### src/rtl/mem_dma.sv
// Block-transfer engine owning the data-memory port: CPU pass-through when idle, COPY/FILL/SUM when started.
// Latency (start edge to done cycle): COPY 2*len+1, FILL len+1, SUM len+1, len=0 or reserved mode 1.
// Backpressure: none on the memory side; cpu_stall (== busy) holds the CPU for the whole operation.
// Ports: clk/rst; command start/mode/src/dst/len/fill_val; status busy/done/err/sum_out/sum_ovf;
//        CPU side cpu_wr/cpu_addr/cpu_data_in/cpu_stall; memory side mem_wr/mem_addr/mem_data_in/mem_data_out.
module mem_dma #(
  parameter int AW = 8,
  parameter int DW = 32
) (
  input  logic          clk,
  input  logic          rst,
  input  logic          start,
  input  logic [1:0]    mode,
  input  logic [AW-1:0] src,
  input  logic [AW-1:0] dst,
  input  logic [AW:0]   len,
  input  logic [DW-1:0] fill_val,
  output logic          busy,
  output logic          done,
  output logic          err,
  output logic [DW-1:0] sum_out,
  output logic          sum_ovf,
  input  logic          cpu_wr,
  input  logic [AW-1:0] cpu_addr,
  input  logic [DW-1:0] cpu_data_in,
  output logic          cpu_stall,
  output logic          mem_wr,
  output logic [AW-1:0] mem_addr,
  output logic [DW-1:0] mem_data_in,
  input  logic [DW-1:0] mem_data_out
);

  typedef enum logic [2:0] {
    S_IDLE = 3'd0,
    S_RD   = 3'd1,
    S_WR   = 3'd2,
    S_FILL = 3'd3,
    S_ACC  = 3'd4,
    S_DONE = 3'd5
  } state_t;

  localparam logic [AW-1:0] PTR_ONE = {{(AW-1){1'b0}}, 1'b1};
  localparam logic [AW:0]   CNT_ONE = {{AW{1'b0}}, 1'b1};

  state_t        state_q, state_d;
  logic [AW-1:0] src_ptr_q, src_ptr_d;
  logic [AW-1:0] dst_ptr_q, dst_ptr_d;
  logic [AW:0]   cnt_q, cnt_d;
  logic [DW-1:0] buf_q, buf_d;
  logic [DW-1:0] fill_q, fill_d;
  logic [DW-1:0] acc_q, acc_d;
  logic [DW-1:0] sum_out_q, sum_out_d;
  logic          sum_ovf_q, sum_ovf_d;
  logic          err_q, err_d;
  logic [DW-1:0] acc_sum;
  logic          acc_ovf;

  // Signed overflow: operands agree in sign but the wrapped result does not.
  assign acc_sum = acc_q + mem_data_out;
  assign acc_ovf = (acc_q[DW-1] == mem_data_out[DW-1]) && (acc_sum[DW-1] != acc_q[DW-1]);

  always_comb begin
    state_d     = state_q;
    src_ptr_d   = src_ptr_q;
    dst_ptr_d   = dst_ptr_q;
    cnt_d       = cnt_q;
    buf_d       = buf_q;
    fill_d      = fill_q;
    acc_d       = acc_q;
    sum_out_d   = sum_out_q;
    sum_ovf_d   = sum_ovf_q;
    err_d       = err_q;
    busy        = 1'b1;
    done        = 1'b0;
    mem_wr      = 1'b0;
    mem_addr    = cpu_addr;
    mem_data_in = cpu_data_in;

    case (state_q)
      S_IDLE: begin
        busy   = 1'b0;
        mem_wr = cpu_wr;
        if (start) begin
          src_ptr_d = src;
          dst_ptr_d = dst;
          cnt_d     = len;
          fill_d    = fill_val;
          err_d     = (mode == 2'd3);
          if (mode == 2'd2) begin
            acc_d     = '0;
            sum_ovf_d = 1'b0;
            // An empty SUM still counts as a SUM: its result is zero.
            if (len == '0) sum_out_d = '0;
          end
          if (len == '0 || mode == 2'd3) state_d = S_DONE;
          else if (mode == 2'd0)         state_d = S_RD;
          else if (mode == 2'd1)         state_d = S_FILL;
          else                           state_d = S_ACC;
        end
      end
      S_RD: begin
        mem_addr  = src_ptr_q;
        buf_d     = mem_data_out;
        src_ptr_d = src_ptr_q + PTR_ONE;
        state_d   = S_WR;
      end
      S_WR: begin
        mem_wr      = 1'b1;
        mem_addr    = dst_ptr_q;
        mem_data_in = buf_q;
        dst_ptr_d   = dst_ptr_q + PTR_ONE;
        cnt_d       = cnt_q - CNT_ONE;
        state_d     = (cnt_q == CNT_ONE) ? S_DONE : S_RD;
      end
      S_FILL: begin
        mem_wr      = 1'b1;
        mem_addr    = dst_ptr_q;
        mem_data_in = fill_q;
        dst_ptr_d   = dst_ptr_q + PTR_ONE;
        cnt_d       = cnt_q - CNT_ONE;
        if (cnt_q == CNT_ONE) state_d = S_DONE;
      end
      S_ACC: begin
        mem_addr  = src_ptr_q;
        acc_d     = acc_sum;
        sum_ovf_d = sum_ovf_q | acc_ovf;
        src_ptr_d = src_ptr_q + PTR_ONE;
        cnt_d     = cnt_q - CNT_ONE;
        if (cnt_q == CNT_ONE) begin
          sum_out_d = acc_sum;
          state_d   = S_DONE;
        end
      end
      S_DONE: begin
        // Address/data follow the CPU again, but no write is issued this cycle.
        busy    = 1'b0;
        done    = 1'b1;
        state_d = S_IDLE;
      end
      default: state_d = S_IDLE;
    endcase
  end

  always_ff @(posedge clk or posedge rst) begin
    if (rst) begin
      state_q   <= S_IDLE;
      src_ptr_q <= '0;
      dst_ptr_q <= '0;
      cnt_q     <= '0;
      buf_q     <= '0;
      fill_q    <= '0;
      acc_q     <= '0;
      sum_out_q <= '0;
      sum_ovf_q <= 1'b0;
      err_q     <= 1'b0;
    end else begin
      state_q   <= state_d;
      src_ptr_q <= src_ptr_d;
      dst_ptr_q <= dst_ptr_d;
      cnt_q     <= cnt_d;
      buf_q     <= buf_d;
      fill_q    <= fill_d;
      acc_q     <= acc_d;
      sum_out_q <= sum_out_d;
      sum_ovf_q <= sum_ovf_d;
      err_q     <= err_d;
    end
  end

  assign err       = done & err_q;
  assign sum_out   = sum_out_q;
  assign sum_ovf   = sum_ovf_q;
  assign cpu_stall = busy;

endmodule

### config.mk
export PLATFORM = sky130hd
export DESIGN_NAME = mem_dma
export DESIGN_NICKNAME = d
export VERILOG_FILES = /design/src/rtl/mem_dma.sv
export SDC_FILE = /design/constraint.sdc
export NUM_CORES = 1
export LEC_CHECK = 0
export CAP_MARGIN = 20
export CORE_ASPECT_RATIO = 0.75
export CORE_UTILIZATION = 40
export CTS_CLUSTER_SIZE = 14
export DETAILED_ROUTE_END_ITERATION = 8
export GPL_ROUTABILITY_DRIVEN = 0
export PLACE_DENSITY = 0.69
export RECOVER_POWER = 100
export SETUP_SLACK_MARGIN = 0.5
export SKIP_CTS_REPAIR_TIMING = 1
export SYNTH_ARGS = -nofsm -noshare
export SYNTH_HDL_FRONTEND = slang
export SYNTH_SLANG_ARGS = --single-unit
### constraint.sdc
create_clock -name clk -period 5.7 [get_ports clk]
set_input_delay 1.14 -clock clk [delete_from_list [all_inputs] [get_ports clk]]
set_output_delay 1.14 -clock clk [all_outputs]
set_load 0.005 [all_outputs]
After elaboration in Yosys (flattened, before gate mapping) --
Cells that the tools add are included.
Storage, ports and cells: register bits after elaboration 158, input port bits 135, output and inout bits 78
Cells by class: add/subtract/negate cells 4, equal/unequal tests 16, mux-type cells 29, bitwise logic cells 2, reductions and logical operators 21
Operators with widths (count):
- two-way mux 32 bit | 6
- one-hot mux 32 bit (2 select lines) | 3
- one-hot mux 8 bit (2 select lines) | 3
- adder 32 bit | 1
- two-way mux 3 bit | 6
- one-hot mux 9 bit (2 select lines) | 1
- adder 8 x 1 -> 8 bit, second input constant | 2
- two-way mux 8 bit | 2
- one-hot mux 3 bit (4 select lines) | 1
- AND reduction 2 bit | 5
- equality test 9 x 1 -> 1 bit, second input constant | 1
- logical NOT 9 bit | 1
- two-way mux 9 bit | 1
- subtractor 9 x 1 -> 9 bit, second input constant | 1
- inequality test 2 bit, second input constant | 4
- nonzero test 2 bit | 4
- OR reduction 2 bit | 4
- equality test 3 x 2 -> 1 bit, second input constant | 2
- equality test 3 bit, second input constant | 2
- AND reduction 5 bit | 1
- equality test 2 bit, second input constant | 2
- two-way mux 1 bit | 4
- one-hot mux 1 bit (2 select lines) | 2
- equality test 3 x 1 -> 1 bit, second input constant | 1
- other kinds (12) | 12

Longest topological paths before layout --
Gate-level depths: netlist of run 1.
depth in word-level cells 6, mapped depth 10, depth with buffers taken out 10

Worst setup path before layout of run 1 --
OpenSTA, ideal clock, no wires.
kind input -> register, from input port mem_data_out[14], to register sum_out_q[30], in the netlist sum_out[30], setup time 0.132 ns, arrival time 3.151 ns, required time 5.568 ns, setup slack 2.417 ns, cell stages on the path 9, path through ha_1 and3_1 a221o_1 a2111oi_4 o211ai_4 a32oi_2 o21ai_2 xnor2_1 o31ai_2
On the way: word-level cells in the longest chain between the ends 3
Ends and longest elaborated chain:
- start, declared | RTL line 30 | input logic [DW-1:0] mem_data_out
- adder 32 bit | RTL line 59 | assign acc_sum = acc_q + mem_data_out;
- two-way mux 32 bit | RTL line 129 | if (cnt_q == CNT_ONE) begin
- one-hot mux 32 bit (2 select lines) | RTL line 79 | case (state_q)
- end signal, assigned | RTL line 164 | sum_out_q <= sum_out_d;
- end, declared | RTL line 52 | logic [DW-1:0] sum_out_q, sum_out_d;
No other way between the ends. The select of a mux whose other input is x is not followed. A chain may end at the register's enable or synchronous reset.

Worst setup path after layout of run 1 --
from input port start, to register sum_out_q[15], in the netlist sum_out[15]
On the way: word-level cells in the longest chain between the ends 2
Ends and longest elaborated chain:
- start, declared | RTL line 12 | input logic start,
- inequality test 2 bit (no line)
- AND reduction 5 bit (no line)
No other way between the ends.

==> impl_table.tex, run 1 <==
\begin{tabular}{lr}
\hline
Metric & Value \\
\hline
\multicolumn{2}{l}{\textbf{Run status}} \\
\quad Outcome & complete, but fails checks \\
\quad Violations in the final reports & capacitance limit, slew limit \\
\multicolumn{2}{l}{\textbf{Pwr}} \\
\quad Leak & roughly 0.0055 uW \\
\quad Cell area power density & between 500 and 600 nW/um2 \\
\quad Final Power & between 6000 and 7000 uW \\
\quad Max VDD drop & 0.000230 V \\
\multicolumn{2}{l}{\textbf{Cells and area}} \\
\quad Final \#Nets & around 1400 \\
\quad Ant. Diodes & 0 \\
\quad Total of fill cells in the finished design & 2056 \\
\quad Fraction of final layout cells sized beyond drive strength 1 & $\sim$8.6\% \\
\quad Sequential cell area in the final layout & 3950 um2 \\
\quad Area growth from synthesis to layout & 32.8\% \\
\quad Area occupied by multi-input gates & 4730 um2 \\
\multicolumn{2}{l}{\textbf{Critical path}} \\
\quad Startpoint type of the worst setup path & input port \\
\quad Buffering stage count on the worst path with inverters included & 4 \\
\quad Crit-path leading delay family & buffers and inverters \\
\quad Category of the critical setup timing path & in -> reg \\
\quad Data required time at the worst endpoint & $\sim$6.0 ns \\
\quad Worst-path cell chain & dlygate4sd3\_1 > inv\_1 > nor3b\_1 > o21ai\_2 > clkbuf\_1 > a31o\_2 > buf\_4 > mux2\_2 \\
\quad Biggest cell delay along the critical path & $\sim$1.3 ns \\
\quad Slowest stage cell on the critical path & clkbuf\_1 \\
\quad Type of destination of the critical path & register \\
\quad Highest net fanout along the worst path & 34 \\
\quad Critical Path AT & 4.82 ns \\
\multicolumn{2}{l}{\textbf{Drt}} \\
\quad Vias post-DR & $\sim$8100 \\
\quad Routed WL & 26.5 mm \\
\quad Number of design-rule violations left by the first detailed-router iteration & between 500 and 600 \\
\quad DR WL/cell & 17.6 um \\
\quad Detailed-route vias per instance & 5.38 \\
\quad Drt pass-1 iters & 5 \\
\quad DRT antenna net count & 0 \\
\quad Number of DRC violations after detailed routing & 0 \\
\multicolumn{2}{l}{\textbf{CTS}} \\
\quad Clk sink count & between 150 and 200 \\
\quad Num CTS Buffers & 17 \\
\quad H-Tree Level Count & 4 \\
\quad Clock tree from TritonCTS & built \\
\quad Clock Pin Slew Worst Setup and Hold Paths & 0.07 ns \\
\quad Clk Latency, worst-skew pair & 0.43 ns \\
\quad Clock buffer depth & 2 \\
\quad Cell at the root of the clock tree & clkbuf\_16 \\
\multicolumn{2}{l}{\textbf{Timing}} \\
\quad Final cycle utilization of the critical path & roughly 80\% \\
\quad Pin slew with the least headroom to its limit & between 1.5 and 2 ns \\
\quad Final setup skew & between 0.01 and 0.015 ns \\
\quad Worst relative slew slack & -28.7\% \\
\quad Timing-limited maximum frequency & between 200 and 250 MHz \\
\quad Setup TNS & 0 ns \\
\quad Final Max Slew Viols & 182 \\
\quad Post-route worst hold slack & $\sim$0.47 ns \\
\quad Setup repair after global routing missed its margin & no \\
\quad Final setup violating endpoints & 0 \\
\quad Clock period minus final worst setup slack & 4.51 ns \\
\quad Final Hold Violating Endpoints & 0 \\
\multicolumn{2}{l}{\textbf{Logic synthesis}} \\
\quad Share of synthesized flip-flops with an asynchronous set or reset & between 90\% and 100\% \\
\quad Post-synthesis instance total & 1005 \\
\quad Leading register cell type out of synthesis & dfrtp\_1 \\
\quad Syn Nets & 1176 \\
\quad Count of unique library cells instantiated by Yosys & 67 \\
\quad Mean cell area of the mapped netlist & 8.93 um2 \\
\quad Share of the yosys chip area belonging to registers & 44.0\% \\
\quad Netlist Area Pre-Place & 8980 um2 \\
\quad Synthesis warning total & 0 \\
\quad Post-synthesis register bit count & $\sim$160 \\
\quad EDFF count, synth & 0 \\
\multicolumn{2}{l}{\textbf{Floorplanning}} \\
\quad I/O Pins & between 200 and 250 \\
\quad Core footprint & between 20000 and 25000 um2 \\
\quad Die extent in y & 132 um \\
\quad Total Die Area & 23100 um2 \\
\quad Count of standard-cell rows & 47 \\
\quad Initial standard-cell utilization of the core & approximately two fifths \\
\quad Die boundary width & between 150 and 200 um \\
\multicolumn{2}{l}{\textbf{GRT}} \\
\quad Largest net degree at the start of global routing & between 70 and 80 \\
\quad Initial antenna violation count & 0 \\
\quad Number of global-route vias before repair & approximately 8000 \\
\quad Total overflow reported by the global router & 0 \\
\quad Tot GR Track Use & 23.6\% \\
\quad Global-route wire length before repair & 42.7 mm \\
\multicolumn{2}{l}{\textbf{Placed design}} \\
\quad Port Buffer Count & 212 \\
\quad HPWL Detailed & 19.2 mm \\
\multicolumn{2}{l}{\textbf{Hold path}} \\
\quad Min-Delay Path Class & reg -> reg \\
\multicolumn{2}{l}{\textbf{Job}} \\
\quad Number of maximum-capacitance constraint violations & 3 \\
\hline
\end{tabular}
cell families (layout without fill, tap and decap cells):
kind of cell	count (synthesis)	after routing	share of synthesized area, %
AOI/OAI and AO/OA	263	263	18.1
xor gates and xnor gates	25	25	2.61
adders and majority gates	36	36	5.10
buffers and inverters	63	273	3.05
DFF	158	158	44.0
muxes	76	76	9.05
and+or+nand+nor	384	384	18.0
layout by cell type (no fill, tap or decap), types with 9 or more instances in the layout:
| cell | instances |
|---|---|
| o22ai_1 | 19 |
| clkdlybuf4s50_1 | 130 |
| dlygate4sd3_1 | 82 |
| a21o_1 | 13 |
| inv_1 | 12 |
| clkbuf_16 | 17 |
| nand3_1 | 18 |
| nand2_1 | 266 |
| mux2i_1 | 35 |
| o21ai_0 | 110 |
| o31ai_1 | 9 |
| a21oi_1 | 52 |
| ha_1 | 35 |
| a211oi_1 | 10 |
| nor2_1 | 42 |
| mux2_2 | 41 |
| dfrtp_1 | 158 |
| xnor2_1 | 17 |
power by group:
| part | internal (uW) | switching (uW) |
|---|---|---|
| Sequential | 1570 | 369 |
| Combinational | 1420 | 1560 |
| Clock | 685 | 485 |
stage by stage:
step / instances / util, % / cell area [um2] / setup WS [ns]
floorplan: 1005 / - / 8980 / 2.42
global placement: 1476 / 51.6 / 11400 / 1.76
detailed placement: 1476 / 51.6 / 11400 / 1.67
CTS: 1508 / 54.3 / 12000 / 1.74
global route: 1509 / 54.0 / 11900 / 0.809
finish: 1509 / 54.0 / 11900 / 1.19
tightest hold or removal path, cell delays in order (launching register included):
cell and delay (ns):
dfrtp_1 0.34, nand2_1 0.05, nand2_1 0.05
path summary, 6_finish.rpt:
check	startpoint	endpoint	slack [ns]	depth (start not counted)
min	fill_q[7]$_DFFE_PP0P_	fill_q[7]$_DFFE_PP0P_	0.47	2
min reg2reg	fill_q[7]$_DFFE_PP0P_	fill_q[7]$_DFFE_PP0P_	0.47	2
max	start	sum_out[15]$_DFFE_PP0P_	1.19	8
max reg2reg	state_q[0]$_DFFE_PP0P_	sum_out[15]$_DFFE_PP0P_	1.22	7
max in group asynchronous	rst	src_ptr_q[4]$_DFFE_PP0P_	2.07	4
min in group asynchronous	rst	sum_out[27]$_DFFE_PP0P_	1.12	2
synthesized netlist by cell type (4+ instances only):
cell type,instances,share of area (%)
o21ai_0,109,6.1
buf_1,6,0.25
a21o_1,13,1.1
or2_2,4,0.28
nand3_1,18,1.0
o22ai_1,19,1.3
a211oi_1,10,0.84
and2_1,7,0.49
nor3_1,8,0.45
a21oi_1,52,2.9
nand3b_1,4,0.33
o211ai_1,5,0.42
a31oi_1,7,0.49
ha_1,35,4.9
clkbuf_1,33,1.4
nand2_1,266,11
mux2_2,41,5.1
buf_2,4,0.22
dfrtp_1,158,44
o31ai_1,8,0.67
nor2_1,43,1.8
and3_1,5,0.35
nor3b_1,4,0.33
inv_1,13,0.54
nand4_1,7,0.49
xnor2_1,17,1.7
nand2b_1,7,0.49
mux2i_1,35,3.9
a22oi_1,5,0.42
xor2_1,7,0.68
area by class of cell:
type / instances / area share, %
sequential: 158 / 33.2
clock buffer: 21 / 3.95
inverter: 14 / 0.451
timing repair buffer: 227 / 18.6
tap: 294 / 3.09
clock inverter: 11 / 1.10
multi-input combinational: 784 / 39.7
sequential cells by signal, indices dropped and copies added (netlist names):
name       count
fill_q        32
state_q        3
cnt_q          9
acc_q         32
buf_q         32
dst_ptr_q      8
sum_ovf        1
err_q          1
src_ptr_q      8
sum_out       32
per-layer routing:
| metal | vias to the layer above | part of all wire (%) | GRT usage (%) |
|---|---|---|---|
| met3 | 21 | 5.4 | 4.61 |
| met2 | 242 | 46 | 37.5 |
| met5 | - | 0 | 0 |
| li1 | 3937 | - | - |
| met1 | 3911 | 47 | 32.8 |
| met4 | 0 | 1.8 | 6.57 |
Note: power is estimated with default switching activity, not from simulation.
==> run 2, diff against run 1 <==
Settings changed: PLACE_DENSITY 0.69 to 0.66.
Clock period 5.7 ns to 4.2 ns, I/O delays scaled along.
==> run 2 against run 1 <==
  * The run still ends with capacitance limit, slew limit left
  * Worst setup slack worse by 0.70 ns
  * Critical path type is now reg -> out
  * Sequential power is 36% higher
  * Critical endpoint is now mem_data_in[4]
  * First-iteration DRC count is 3.1% higher
  * Total power is 37% higher
  * Die area unchanged
  * Largest cell class unchanged
==> impl_table.tex, run 2 (same netlist as run 1, synthesis figures left out) <==
\begin{tabular}{lr}
\hline
Metric & Value \\
\hline
\multicolumn{2}{l}{\textbf{Timing}} \\
\quad Setup repair after global routing missed its margin & no \\
\quad Worst relative slew slack & -53.3\% \\
\quad Final cycle utilization of the critical path & about nine tenths \\
\quad Timing-limited maximum frequency & between 200 and 300 MHz \\
\quad Final Max Slew Viols & 41 \\
\quad Setup TNS & 0 ns \\
\quad Pin slew with the least headroom to its limit & roughly 2.3 ns \\
\quad Final setup violating endpoints & 0 \\
\quad Final setup skew & 0.0152 ns \\
\quad Clock period minus final worst setup slack & approximately 3.7 ns \\
\quad Final Hold Violating Endpoints & 0 \\
\multicolumn{2}{l}{\textbf{Run status}} \\
\quad Violations in the final reports & capacitance limit, slew limit \\
\quad Outcome & complete, but fails checks \\
\multicolumn{2}{l}{\textbf{Placed design}} \\
\quad Port Buffer Count & between 200 and 250 \\
\quad HPWL Detailed & between 15 and 20 mm \\
\quad Number of instances in the placed design & 1481 \\
\multicolumn{2}{l}{\textbf{GRT}} \\
\quad Global-route wire length before repair & about 42 mm \\
\quad Tot GR Track Use & roughly a quarter \\
\quad Largest net degree at the start of global routing & 48 \\
\quad Total overflow reported by the global router & 0 \\
\quad Initial antenna violation count & 2 \\
\quad Number of global-route vias before repair & around 8000 \\
\multicolumn{2}{l}{\textbf{Drt}} \\
\quad Routed WL & 26.4 mm \\
\quad DRT antenna net count & 0 \\
\quad Drt pass-1 iters & 4 \\
\quad Vias post-DR & 8022 \\
\quad DR WL/cell & 17.4 um \\
\quad Number of design-rule violations left by the first detailed-router iteration & 530 \\
\quad Detailed-route vias per instance & 5.30 \\
\quad Number of DRC violations after detailed routing & 0 \\
\multicolumn{2}{l}{\textbf{Critical path}} \\
\quad Critical Path AT & roughly 2.9 ns \\
\quad R2r worst-path depth & 9 \\
\quad Slowest stage cell on the critical path & dfrtp\_2 \\
\quad Startpoint type of the worst setup path & register \\
\quad Worst-case register-to-register setup slack & between 0.5 and 0.6 ns \\
\quad Reg-to-reg critical path startpoint & state\_q[1]\$\_DFFE\_PP0P\_ \\
\quad Worst-path cell chain & clkbuf\_2 > mux2i\_1 > o21ai\_0 > dlygate4sd3\_1 \\
\quad Highest net fanout along the worst path & 22 \\
\quad Crit-path leading delay family & buffers and inverters \\
\quad Category of the critical setup timing path & reg -> out \\
\quad Biggest cell delay along the critical path & approximately 0.78 ns \\
\quad R2r endpoint & fill\_q[11]\$\_DFFE\_PP0P\_ \\
\quad Buffering stage count on the worst path with inverters included & 2 \\
\quad Type of destination of the critical path & output port \\
\quad Data required time at the worst endpoint & between 3 and 4 ns \\
\multicolumn{2}{l}{\textbf{CTS}} \\
\quad Clock buffer depth & 2 \\
\quad Clock tree from TritonCTS & built \\
\quad Clock Pin Slew Worst Setup and Hold Paths & 0.06 ns \\
\quad Clk Latency, worst-skew pair & between 0.4 and 0.5 ns \\
\quad H-Tree Level Count & 4 \\
\quad Clk sink count & $\sim$160 \\
\quad Cell at the root of the clock tree & clkbuf\_16 \\
\quad Num CTS Buffers & 17 \\
\multicolumn{2}{l}{\textbf{Cells and area}} \\
\quad Top library cells by usage in the layout, fill and taps aside & 266 x nand2\_1, 157 x dfrtp\_1, 133 x clkdlybuf4s50\_1, 112 x o21ai\_0, 79 x dlygate4sd3\_1 \\
\quad Count of non-filler cells in the finished layout & between 1500 and 2000 \\
\quad Total of fill cells in the finished design & a little over 2000 \\
\quad Most common cell after layout, fill and taps aside & nand2\_1 \\
\quad Final \#Nets & between 1000 and 1500 \\
\quad Fraction of final layout cells sized beyond drive strength 1 & around 8.6\% \\
\quad Area growth from synthesis to layout & 33.7\% \\
\multicolumn{2}{l}{\textbf{Pwr}} \\
\quad Max VDD drop & 0.000304 V \\
\quad Cell area power density & slightly below 700 nW/um2 \\
\quad Leak & around 0.0055 uW \\
\multicolumn{2}{l}{\textbf{Hold path}} \\
\quad Min-Delay Path Class & reg -> reg \\
\quad Capture endpoint of the worst hold path & fill\_q[2]\$\_DFFE\_PP0P\_ \\
\quad Hold path startpoint & fill\_q[2]\$\_DFFE\_PP0P\_ \\
\quad Hold-critical path depth & 2 \\
\multicolumn{2}{l}{\textbf{Floorplanning}} \\
\quad Total Die Area & between 20000 and 25000 um2 \\
\quad I/O Pins & approximately 210 \\
\quad Initial standard-cell utilization of the core & 40.7\% \\
\quad Core footprint & between 20000 and 25000 um2 \\
\quad Count of standard-cell rows & 47 \\
\quad Die boundary width & approximately 170 um \\
\quad Die extent in y & 132 um \\
\multicolumn{2}{l}{\textbf{Job}} \\
\quad Number of maximum-capacitance constraint violations & 1 \\
\hline
\end{tabular}
[run 2: routing by layer]
| metal | track usage (%) | part of all wire, % |
|---|---|---|
| met2 | 36.1 | 45 |
| met5 | 0 | 0 |
| met3 | 4.93 | 5.7 |
| met4 | 6.33 | 1.5 |
| met1 | 33.1 | 48 |
[run 2: worst max-delay path by stage]
stage / from / endpoint / slack [ns] / depth (start not counted)
final: state_q[0]$_DFFE_PP0P_ / mem_data_in[4] / 0.49 / 4
after global routing: state_q[1]$_DFFE_PP0P_ / fill_q[11]$_DFFE_PP0P_ / 0.26 / 9
after detailed placement: mem_data_out[0] / sum_out[16]$_DFFE_PP0P_ / 0.51 / 11
after CTS: state_q[2]$_DFFE_PP0P_ / mem_data_in[19] / 0.55 / 5
after floorplan: mem_data_out[14] / sum_out[30]$_DFFE_PP0P_ / 1.22 / 9
after global placement: mem_data_out[0] / sum_out[16]$_DFFE_PP0P_ / 0.58 / 11
[run 2: final cells by class]
class	count	area (um2)	share of cell area [%]
antenna	1	2.50	0.0208
inverter	14	53.8	0.448
clock buffer	19	443	3.69
sequential	158	3960	32.9
timing repair buffer	232	2270	18.9
multi-input combinational	784	4730	39.4
tap	294	368	3.06
clock inverter	12	184	1.53
[run 2: tightest hold or removal path, delay by kind of cell, from the launching register on]
family | cells | cell delay, ns
flip-flops | 1 | 0.34
AND/OR/NAND/NOR | 2 | 0.10
[run 2: power breakdown]
part,switching (uW),internal (uW)
clock,646,1020
sequential,499,2130
combinational,2120,1940
total,3260,5090
[run 2: per-stage QoR]
stage          area [um2]  setup WS, ns  util (%)  total power, uW  hold slack, ns
6_report            12000         0.489      54.4             8350           0.473
5_1_grt             12000         0.260      54.4             9030           0.496
4_1_cts             12100         0.553      54.7             8600           0.477
3_5_place_dp        11400         0.509      51.8             6900           0.463
3_3_place_gp        11400         0.577      51.8             6810           0.458
2_1_floorplan        8980          1.22         -             5220           0.430
